### src/rtl/load_store_unit_if.sv
// -----------------------------------------------------------------------------
// load_store_unit_if
//
// Data-memory bus between the load/store unit (master) and the data memory
// (slave). A request is held until acknowledged; the memory may insert any
// number of wait states before asserting bus_ack.
//
// Signals
//   bus_req   : master -> slave, access request, held until bus_ack
//   bus_we    : master -> slave, 1 = write, 0 = read
//   bus_addr  : master -> slave, word-aligned byte address
//   bus_be    : master -> slave, byte enables, bit i selects lane [8i+7:8i]
//   bus_wdata : master -> slave, lane-replicated write data
//   bus_rdata : slave -> master, read data, valid in the bus_ack cycle
//   bus_ack   : slave -> master, access complete
// -----------------------------------------------------------------------------
interface load_store_unit_if;
    logic        bus_req;
    logic        bus_we;
    logic [31:0] bus_addr;
    logic [3:0]  bus_be;
    logic [31:0] bus_wdata;
    logic [31:0] bus_rdata;
    logic        bus_ack;

    modport master (
        output bus_req, bus_we, bus_addr, bus_be, bus_wdata,
        input  bus_rdata, bus_ack
    );

    modport slave (
        input  bus_req, bus_we, bus_addr, bus_be, bus_wdata,
        output bus_rdata, bus_ack
    );
endinterface

### src/rtl/load_store_unit.sv
// -----------------------------------------------------------------------------
// load_store_unit
//
// Multi-cycle load/store unit between the execute stage and a data-memory bus
// with request/acknowledge handshake. Handles byte/halfword/word accesses,
// sign/zero extension on loads, byte-enable generation and lane replication on
// stores, alignment and fun3 legality checking, and a bus timeout. stall holds
// the PC from the request cycle until the access completes.
//
// Parameters
//   TIMEOUT    : REQ cycles without bus_ack before the access aborts (1..255)
//
// Ports
//   clk, reset : clock, asynchronous active-high reset
//   MemRead    : load request
//   MemWrite   : store request (wins over MemRead)
//   fun3       : access size / sign (instruction[14:12])
//   address    : byte address
//   store_data : store source data
//   load_data  : registered, extended load result
//   stall      : hold PC / pipeline inputs while high
//   misaligned : one-cycle pulse for a misaligned address or illegal fun3
//   bus_err    : one-cycle pulse in DONE when the access timed out
//   bus        : data-memory bus, master side
// -----------------------------------------------------------------------------
module load_store_unit #(
    parameter int unsigned TIMEOUT = 16
) (
    input  logic                     clk,
    input  logic                     reset,
    input  logic                     MemRead,
    input  logic                     MemWrite,
    input  logic [2:0]               fun3,
    input  logic [31:0]              address,
    input  logic [31:0]              store_data,
    output logic [31:0]              load_data,
    output logic                     stall,
    output logic                     misaligned,
    output logic                     bus_err,
    load_store_unit_if.master        bus
);

    typedef enum logic [1:0] {IDLE, REQ, DONE} state_t;

    state_t      state, state_next;

    // Registered copies of the accepted request; they drive the bus in REQ.
    logic [31:0] addr_q;
    logic        we_q;
    logic [3:0]  be_q;
    logic [31:0] wdata_q;
    logic [1:0]  offset_q;
    logic [2:0]  fun3_q;

    logic [7:0]  wait_cnt;
    logic        err_flag;
    logic        req_o;

    logic        req_active;
    logic        fun3_legal;
    logic        aligned;
    logic        req_accept;
    logic        timeout_hit;
    logic [3:0]  be_next;
    logic [31:0] wdata_next;
    logic [31:0] rdata_shifted;
    logic [31:0] load_ext;

    // -------------------------------------------------------------------------
    // Request decode (IDLE inputs)
    // -------------------------------------------------------------------------
    assign req_active = MemRead | MemWrite;

    // NOTE: every signal written in an always_comb gets a value on every path
    // (defaults first or a full case) so no latch is inferred.
    always_comb begin
        // Loads: lb/lh/lbu/lhu (fun3[1:0] = 00/01 with either sign bit) and lw.
        if (MemWrite) fun3_legal = (fun3[2] == 1'b0) && (fun3[1:0] != 2'b11);
        else          fun3_legal = (fun3[1:0] == 2'b00) || (fun3[1:0] == 2'b01) ||
                                   (fun3 == 3'b010);
        case (fun3[1:0])
            2'b01:   aligned = ~address[0];
            2'b10:   aligned = (address[1:0] == 2'b00);
            default: aligned = 1'b1;
        endcase
    end

    assign req_accept = req_active & fun3_legal & aligned;

    // Store lane generation; reads use all lanes with zero write data.
    always_comb begin
        be_next    = 4'b1111;
        wdata_next = '0;
        if (MemWrite) begin
            case (fun3[1:0])
                2'b00: begin
                    be_next    = 4'b0001 << address[1:0];
                    wdata_next = {4{store_data[7:0]}};
                end
                2'b01: begin
                    be_next    = address[1] ? 4'b1100 : 4'b0011;
                    wdata_next = {2{store_data[15:0]}};
                end
                default: begin
                    be_next    = 4'b1111;
                    wdata_next = store_data;
                end
            endcase
        end
    end

    // -------------------------------------------------------------------------
    // Load extraction from the registered byte offset and fun3
    // -------------------------------------------------------------------------
    assign rdata_shifted = bus.bus_rdata >> {offset_q, 3'b000};

    always_comb begin
        case (fun3_q)
            3'b000:  load_ext = {{24{rdata_shifted[7]}},  rdata_shifted[7:0]};
            3'b001:  load_ext = {{16{rdata_shifted[15]}}, rdata_shifted[15:0]};
            3'b100:  load_ext = {24'b0, rdata_shifted[7:0]};
            3'b101:  load_ext = {16'b0, rdata_shifted[15:0]};
            default: load_ext = rdata_shifted;   // lw, offset is always 0
        endcase
    end

    assign timeout_hit = (wait_cnt == 8'(TIMEOUT - 1));

    // -------------------------------------------------------------------------
    // FSM
    // -------------------------------------------------------------------------
    // NOTE: sequential state uses non-blocking assignments so every register
    // samples the pre-edge values regardless of statement order.
    always_ff @(posedge clk or posedge reset) begin
        if (reset) state <= IDLE;
        else       state <= state_next;
    end

    always_comb begin
        state_next = state;
        stall      = 1'b0;
        misaligned = 1'b0;
        bus_err    = 1'b0;
        req_o      = 1'b0;
        case (state)
            IDLE: begin
                if (req_active) begin
                    if (req_accept) begin
                        stall      = 1'b1;
                        state_next = REQ;
                    end else begin
                        misaligned = 1'b1;
                    end
                end
            end
            REQ: begin
                req_o = 1'b1;
                stall = 1'b1;
                if (bus.bus_ack || timeout_hit) state_next = DONE;
            end
            DONE: begin
                // Request inputs are ignored here, so the retiring
                // instruction cannot re-trigger an access.
                bus_err    = err_flag;
                state_next = IDLE;
            end
            default: state_next = IDLE;
        endcase
    end

    // -------------------------------------------------------------------------
    // Datapath registers
    // -------------------------------------------------------------------------
    // NOTE: the request copies are reset as well, so the bus outputs are
    // defined (all zero) from reset rather than only after the first access.
    always_ff @(posedge clk or posedge reset) begin
        if (reset) begin
            addr_q    <= '0;
            we_q      <= 1'b0;
            be_q      <= '0;
            wdata_q   <= '0;
            offset_q  <= '0;
            fun3_q    <= '0;
            wait_cnt  <= '0;
            err_flag  <= 1'b0;
            load_data <= '0;
        end else begin
            case (state)
                IDLE: begin
                    if (req_accept) begin
                        addr_q   <= {address[31:2], 2'b00};
                        we_q     <= MemWrite;
                        be_q     <= be_next;
                        wdata_q  <= wdata_next;
                        offset_q <= address[1:0];
                        fun3_q   <= fun3;
                        wait_cnt <= '0;
                        err_flag <= 1'b0;
                    end
                end
                REQ: begin
                    if (bus.bus_ack) begin
                        if (!we_q) load_data <= load_ext;
                    end else if (timeout_hit) begin
                        err_flag  <= 1'b1;
                        load_data <= '0;
                    end else begin
                        wait_cnt <= wait_cnt + 8'd1;
                    end
                end
                default: ;
            endcase
        end
    end

    assign bus.bus_req   = req_o;
    assign bus.bus_we    = we_q;
    assign bus.bus_addr  = addr_q;
    assign bus.bus_be    = be_q;
    assign bus.bus_wdata = wdata_q;

endmodule
### src/flat_wrapper.sv
// flat-port wrapper written by rule: the top's interface ports become plain ports
module load_store_unit_flat 
#(
    parameter int unsigned TIMEOUT = 16
)
  (clk, reset, MemRead, MemWrite, fun3, address, store_data, load_data, stall, misaligned, bus_err, bus_bus_req, bus_bus_we, bus_bus_addr, bus_bus_be, bus_bus_wdata, bus_bus_rdata, bus_bus_ack);
  load_store_unit_if bus_i ();
  input  logic clk;
  input  logic reset;
  input  logic MemRead;
  input  logic MemWrite;
  input  logic [2:0] fun3;
  input  logic [31:0] address;
  input  logic [31:0] store_data;
  output logic [31:0] load_data;
  output logic stall;
  output logic misaligned;
  output logic bus_err;
  output wire logic [$bits(bus_i.bus_req)-1:0] bus_bus_req;
  output wire logic [$bits(bus_i.bus_we)-1:0] bus_bus_we;
  output wire logic [$bits(bus_i.bus_addr)-1:0] bus_bus_addr;
  output wire logic [$bits(bus_i.bus_be)-1:0] bus_bus_be;
  output wire logic [$bits(bus_i.bus_wdata)-1:0] bus_bus_wdata;
  input wire logic [$bits(bus_i.bus_rdata)-1:0] bus_bus_rdata;
  input wire logic [$bits(bus_i.bus_ack)-1:0] bus_bus_ack;
  assign bus_bus_req = bus_i.bus_req;
  assign bus_bus_we = bus_i.bus_we;
  assign bus_bus_addr = bus_i.bus_addr;
  assign bus_bus_be = bus_i.bus_be;
  assign bus_bus_wdata = bus_i.bus_wdata;
  assign bus_i.bus_rdata = bus_bus_rdata;
  assign bus_i.bus_ack = bus_bus_ack;
  load_store_unit #(.TIMEOUT(TIMEOUT)) u_core (.clk(clk), .reset(reset), .MemRead(MemRead), .MemWrite(MemWrite), .fun3(fun3), .address(address), .store_data(store_data), .load_data(load_data), .stall(stall), .misaligned(misaligned), .bus_err(bus_err), .bus(bus_i));
endmodule
### config.mk
export PLATFORM = sky130hd
export DESIGN_NAME = load_store_unit_flat
export DESIGN_NICKNAME = d
export VERILOG_FILES = /design/src/rtl/load_store_unit_if.sv /design/src/rtl/load_store_unit.sv /design/src/flat_wrapper.sv
export SDC_FILE = /design/constraint.sdc
export NUM_CORES = 1
export LEC_CHECK = 0
export CORE_AREA = 5 5 118 120
export DETAILED_ROUTE_END_ITERATION = 6
export DIE_AREA = 0 0 123 125
export GPL_ROUTABILITY_DRIVEN = 0
export PLACE_DENSITY = 0.84
export SKIP_LAST_GASP = 1
export SLEW_MARGIN = 20
export SYNTH_ARGS = -nofsm -noshare
export SYNTH_HDL_FRONTEND = slang
export SYNTH_SLANG_ARGS = --single-unit
### constraint.sdc
create_clock -name clk -period 4.67 [get_ports clk]
set_input_delay 0.7005 -clock clk [delete_from_list [all_inputs] [get_ports clk]]
set_output_delay 0.7005 -clock clk [all_outputs]
set_load 0.01 [all_outputs]
==> flow_summary.json <==
{
  "antenna_found_initial": 0,
  "fin_ws_ns": 0.8580,
  "fp.dieH_um": 125,
  "initial_utilization_pct": 43.48,
  "arrival_ns": 3.11,
  "syn_to_final_growth_pct": 47.99,
  "min_period_over_period_pct": 81.63,
  "final_core_util_pct": 64.34,
  "grt_usage_pct": 22.26,
  "fin_crit_ns": 3.812,
  "cts_inserted_buffers": 17,
  "final_nets": 807,
  "cts-root-buf": "clkbuf_16",
  "grt_pass1_vias": 5136,
  "drc_errors": 0,
  "firstDrtPassIters": 5,
  "hold_path.class": "reg -> reg",
  "postSynthCellCount": 504,
  "cts_max_level": 4,
  "fp.coreArea_um2": 12870,
  "synth-edff-count": 0,
  "cap_violations": 0,
  "ir_drop_mv": 0.3552,
  "final_antenna_net_count": 0,
  "clk_latency_ns": 0.41,
  "post_cts_buffers": 0,
  "yosysTopAreaCellShare_pct": 51.41,
  "grt-ovfl-total": 0,
  "startpoint_type": "input port",
  "via_per_inst": 5.501,
  "num_vias": 4863,
  "async_flop_share_pct": 100.0,
  "dp_hpwl_um": 12460,
  "drt-initial-drc-count": 313,
  "place_ws_ns": 0.8651,
  "wire_per_inst_um": 19.06,
  "yosysSeqAreaShare_pct": 51.41,
  "clk_path_buf_depth": 2,
  "worst_pin_slew_ns": 1.062,
  "slew_viol_final": 0,
  "relSlewSlack_pct": 28.92,
  "tns_ns": 0,
  "cp.required_ns": 3.97,
  "port_buffers": 206,
  "rsz0062_at_grt": "false",
  "setup_viol": 0,
  "end_kind": "primary output",
  "powerDensity_nw_per_um2": 569.5,
  "grt_first_pass_wirelength_um": 27030,
  "max_freq_mhz": 262.3,
  "synth_top_area_cell": "dfrtp_1",
  "yosys_warnings": 0,
  "rows": 42,
  "syn_avg_cell_area_um2": 11.11,
  "ys_ff_latch": 115,
  "fin_skew_ns": 0.007629,
  "routed_wl_um": 16850,
  "antenna_cells": 0,
  "fp.dieW_um": 123,
  "cts_tree": "built",
  "yosys-top-cells-area": "dfrtp_1, mux2_2, o21ai_0",
  "pin_count": 209,
  "synth_area_um2": 5598,
  "cts.sinks": 115,
  "grt_max_degree": 45,
  "yosysMostFrequentCell": "dfrtp_1",
  "critPathKind": "in -> out",
  "status": "finished clean",
  "clkTransAtPathRegs_ns": 0.05,
  "ys_types": 47,
  "synth_flop_cell": "dfrtp_1",
  "drive_gt1_share_pct": 14.97,
  "crit_path_max_fanout": 10,
  "holdBufCountCts": 0,
  "finalPower_mw": 4.718,
  "p_leak_nw": 3.457,
  "yosys-top-cells-count": "dfrtp_1, mux2_2, o21ai_0, nand2_1, nor2_1",
  "ctsResizeCount": 0,
  "dieArea_um2": 15380,
  "hold_viol": 0
}
==> metal layers <==
layer	vias up	GRT usage (%)	part of all wire (%)	wire, um
met5	-	0	0	0
met1	2391	25.85	38	6404
met3	49	6.865	7.1	1190
met2	204	37.44	51	8624
met4	0	10.16	3.7	631
li1	2219	-	-	-
==> worst paths after layout <==
check,depth (start not counted),endpoint,startpoint,slack [ns]
min,2,u_core.load_data[7],u_core.load_data[7],0.48
min in group asynchronous,2,u_core.bus.bus_addr[16],reset,0.67
max in group asynchronous,3,u_core.load_data[7],reset,3.06
max,8,misaligned,fun3[0],0.86
min reg2reg,2,u_core.load_data[7],u_core.load_data[7],0.48
max reg2reg,5,u_core.load_data[23],u_core.offset_q[1],2.09
==> kinds of logic (layout without fill, tap and decap cells) <==
| kind of cell | count (synthesis) | in the layout | synth area share (%) |
|---|---|---|---|
| compound gates | 148 | 148 | 17.77 |
| flops | 115 | 115 | 51.41 |
| simple gates | 112 | 112 | 10.13 |
| mux | 72 | 72 | 14.24 |
| buf+inv | 50 | 253 | 5.118 |
| fa+ha+maj | 5 | 5 | 1.118 |
| other cells | 1 | 2 | 0.06699 |
| xor+xnor | 1 | 1 | 0.1565 |
==> layout by cell type (no fill, tap or decap), types with 4 or more instances in the layout <==
cell             count
ha_1                 5
inv_1                9
clkbuf_16           17
mux2_2              61
buf_4                8
dfrtp_1            115
o211ai_1             5
clkdlybuf4s50_1    206
nand2_1             43
nor3_1               5
a221oi_1             7
mux2i_1             11
o21ai_0             60
a21boi_0             8
nor2b_1              5
nor2_1              34
a21oi_1              9
o31ai_1             20
a221o_1             17
a22o_1               8
nand3_1              4
clkbuf_8             5
o21ai_1              4
==> critical path, cell delays in order <==
cell and delay, ns:
clkdlybuf4s50_1 0.52, inv_1 0.09, ha_1 0.33, or2_1 0.30, o31ai_1 0.26, a21o_2 0.21, nor2b_1 0.15, clkdlybuf4s50_1 0.55
==> flip-flops by register name (all words and copies together), names as in the netlist <==
name                  cells
u_core.fun3_q             3
u_core.bus.bus_addr      30
u_core.load_data         32
u_core.err_flag           1
u_core.state              2
u_core.offset_q           2
u_core.bus.bus_be         4
u_core.bus.bus_we         1
u_core.bus.bus_wdata     32
u_core.wait_cnt           8
==> layout make-up <==
class                           count  area, um2
Multi-Input combinational cell    340       2447
Tap cell                          176      220.2
Fill cell                         974       4591
Sequential cell                   115       2878
Clock inverter                      5      75.07
Clock buffer                       24      501.7
Timing Repair Buffer              214       2122
Inverter                           10      40.04
==> where the power goes <==
part	internal [mW]	leakage [nW]	switching [mW]	total [mW]
logic	1.04	1.72	0.756	1.80
clock network	0.842	0.288	0.417	1.26
registers	1.36	1.45	0.299	1.66
==> stage by stage <==
step | cell area (um2) | hold slack, ns | cells
2_1_floorplan | 5602 | 0.4501 | 505
3_3_place_gp | 7702 | 0.4656 | 855
3_5_place_dp | 7707 | 0.4739 | 855
4_1_cts | 8284 | 0.4845 | 884
5_1_grt | 8284 | 0.5006 | 884
6_report | 8284 | 0.4759 | 884
(Power assumes the default switching activity.)
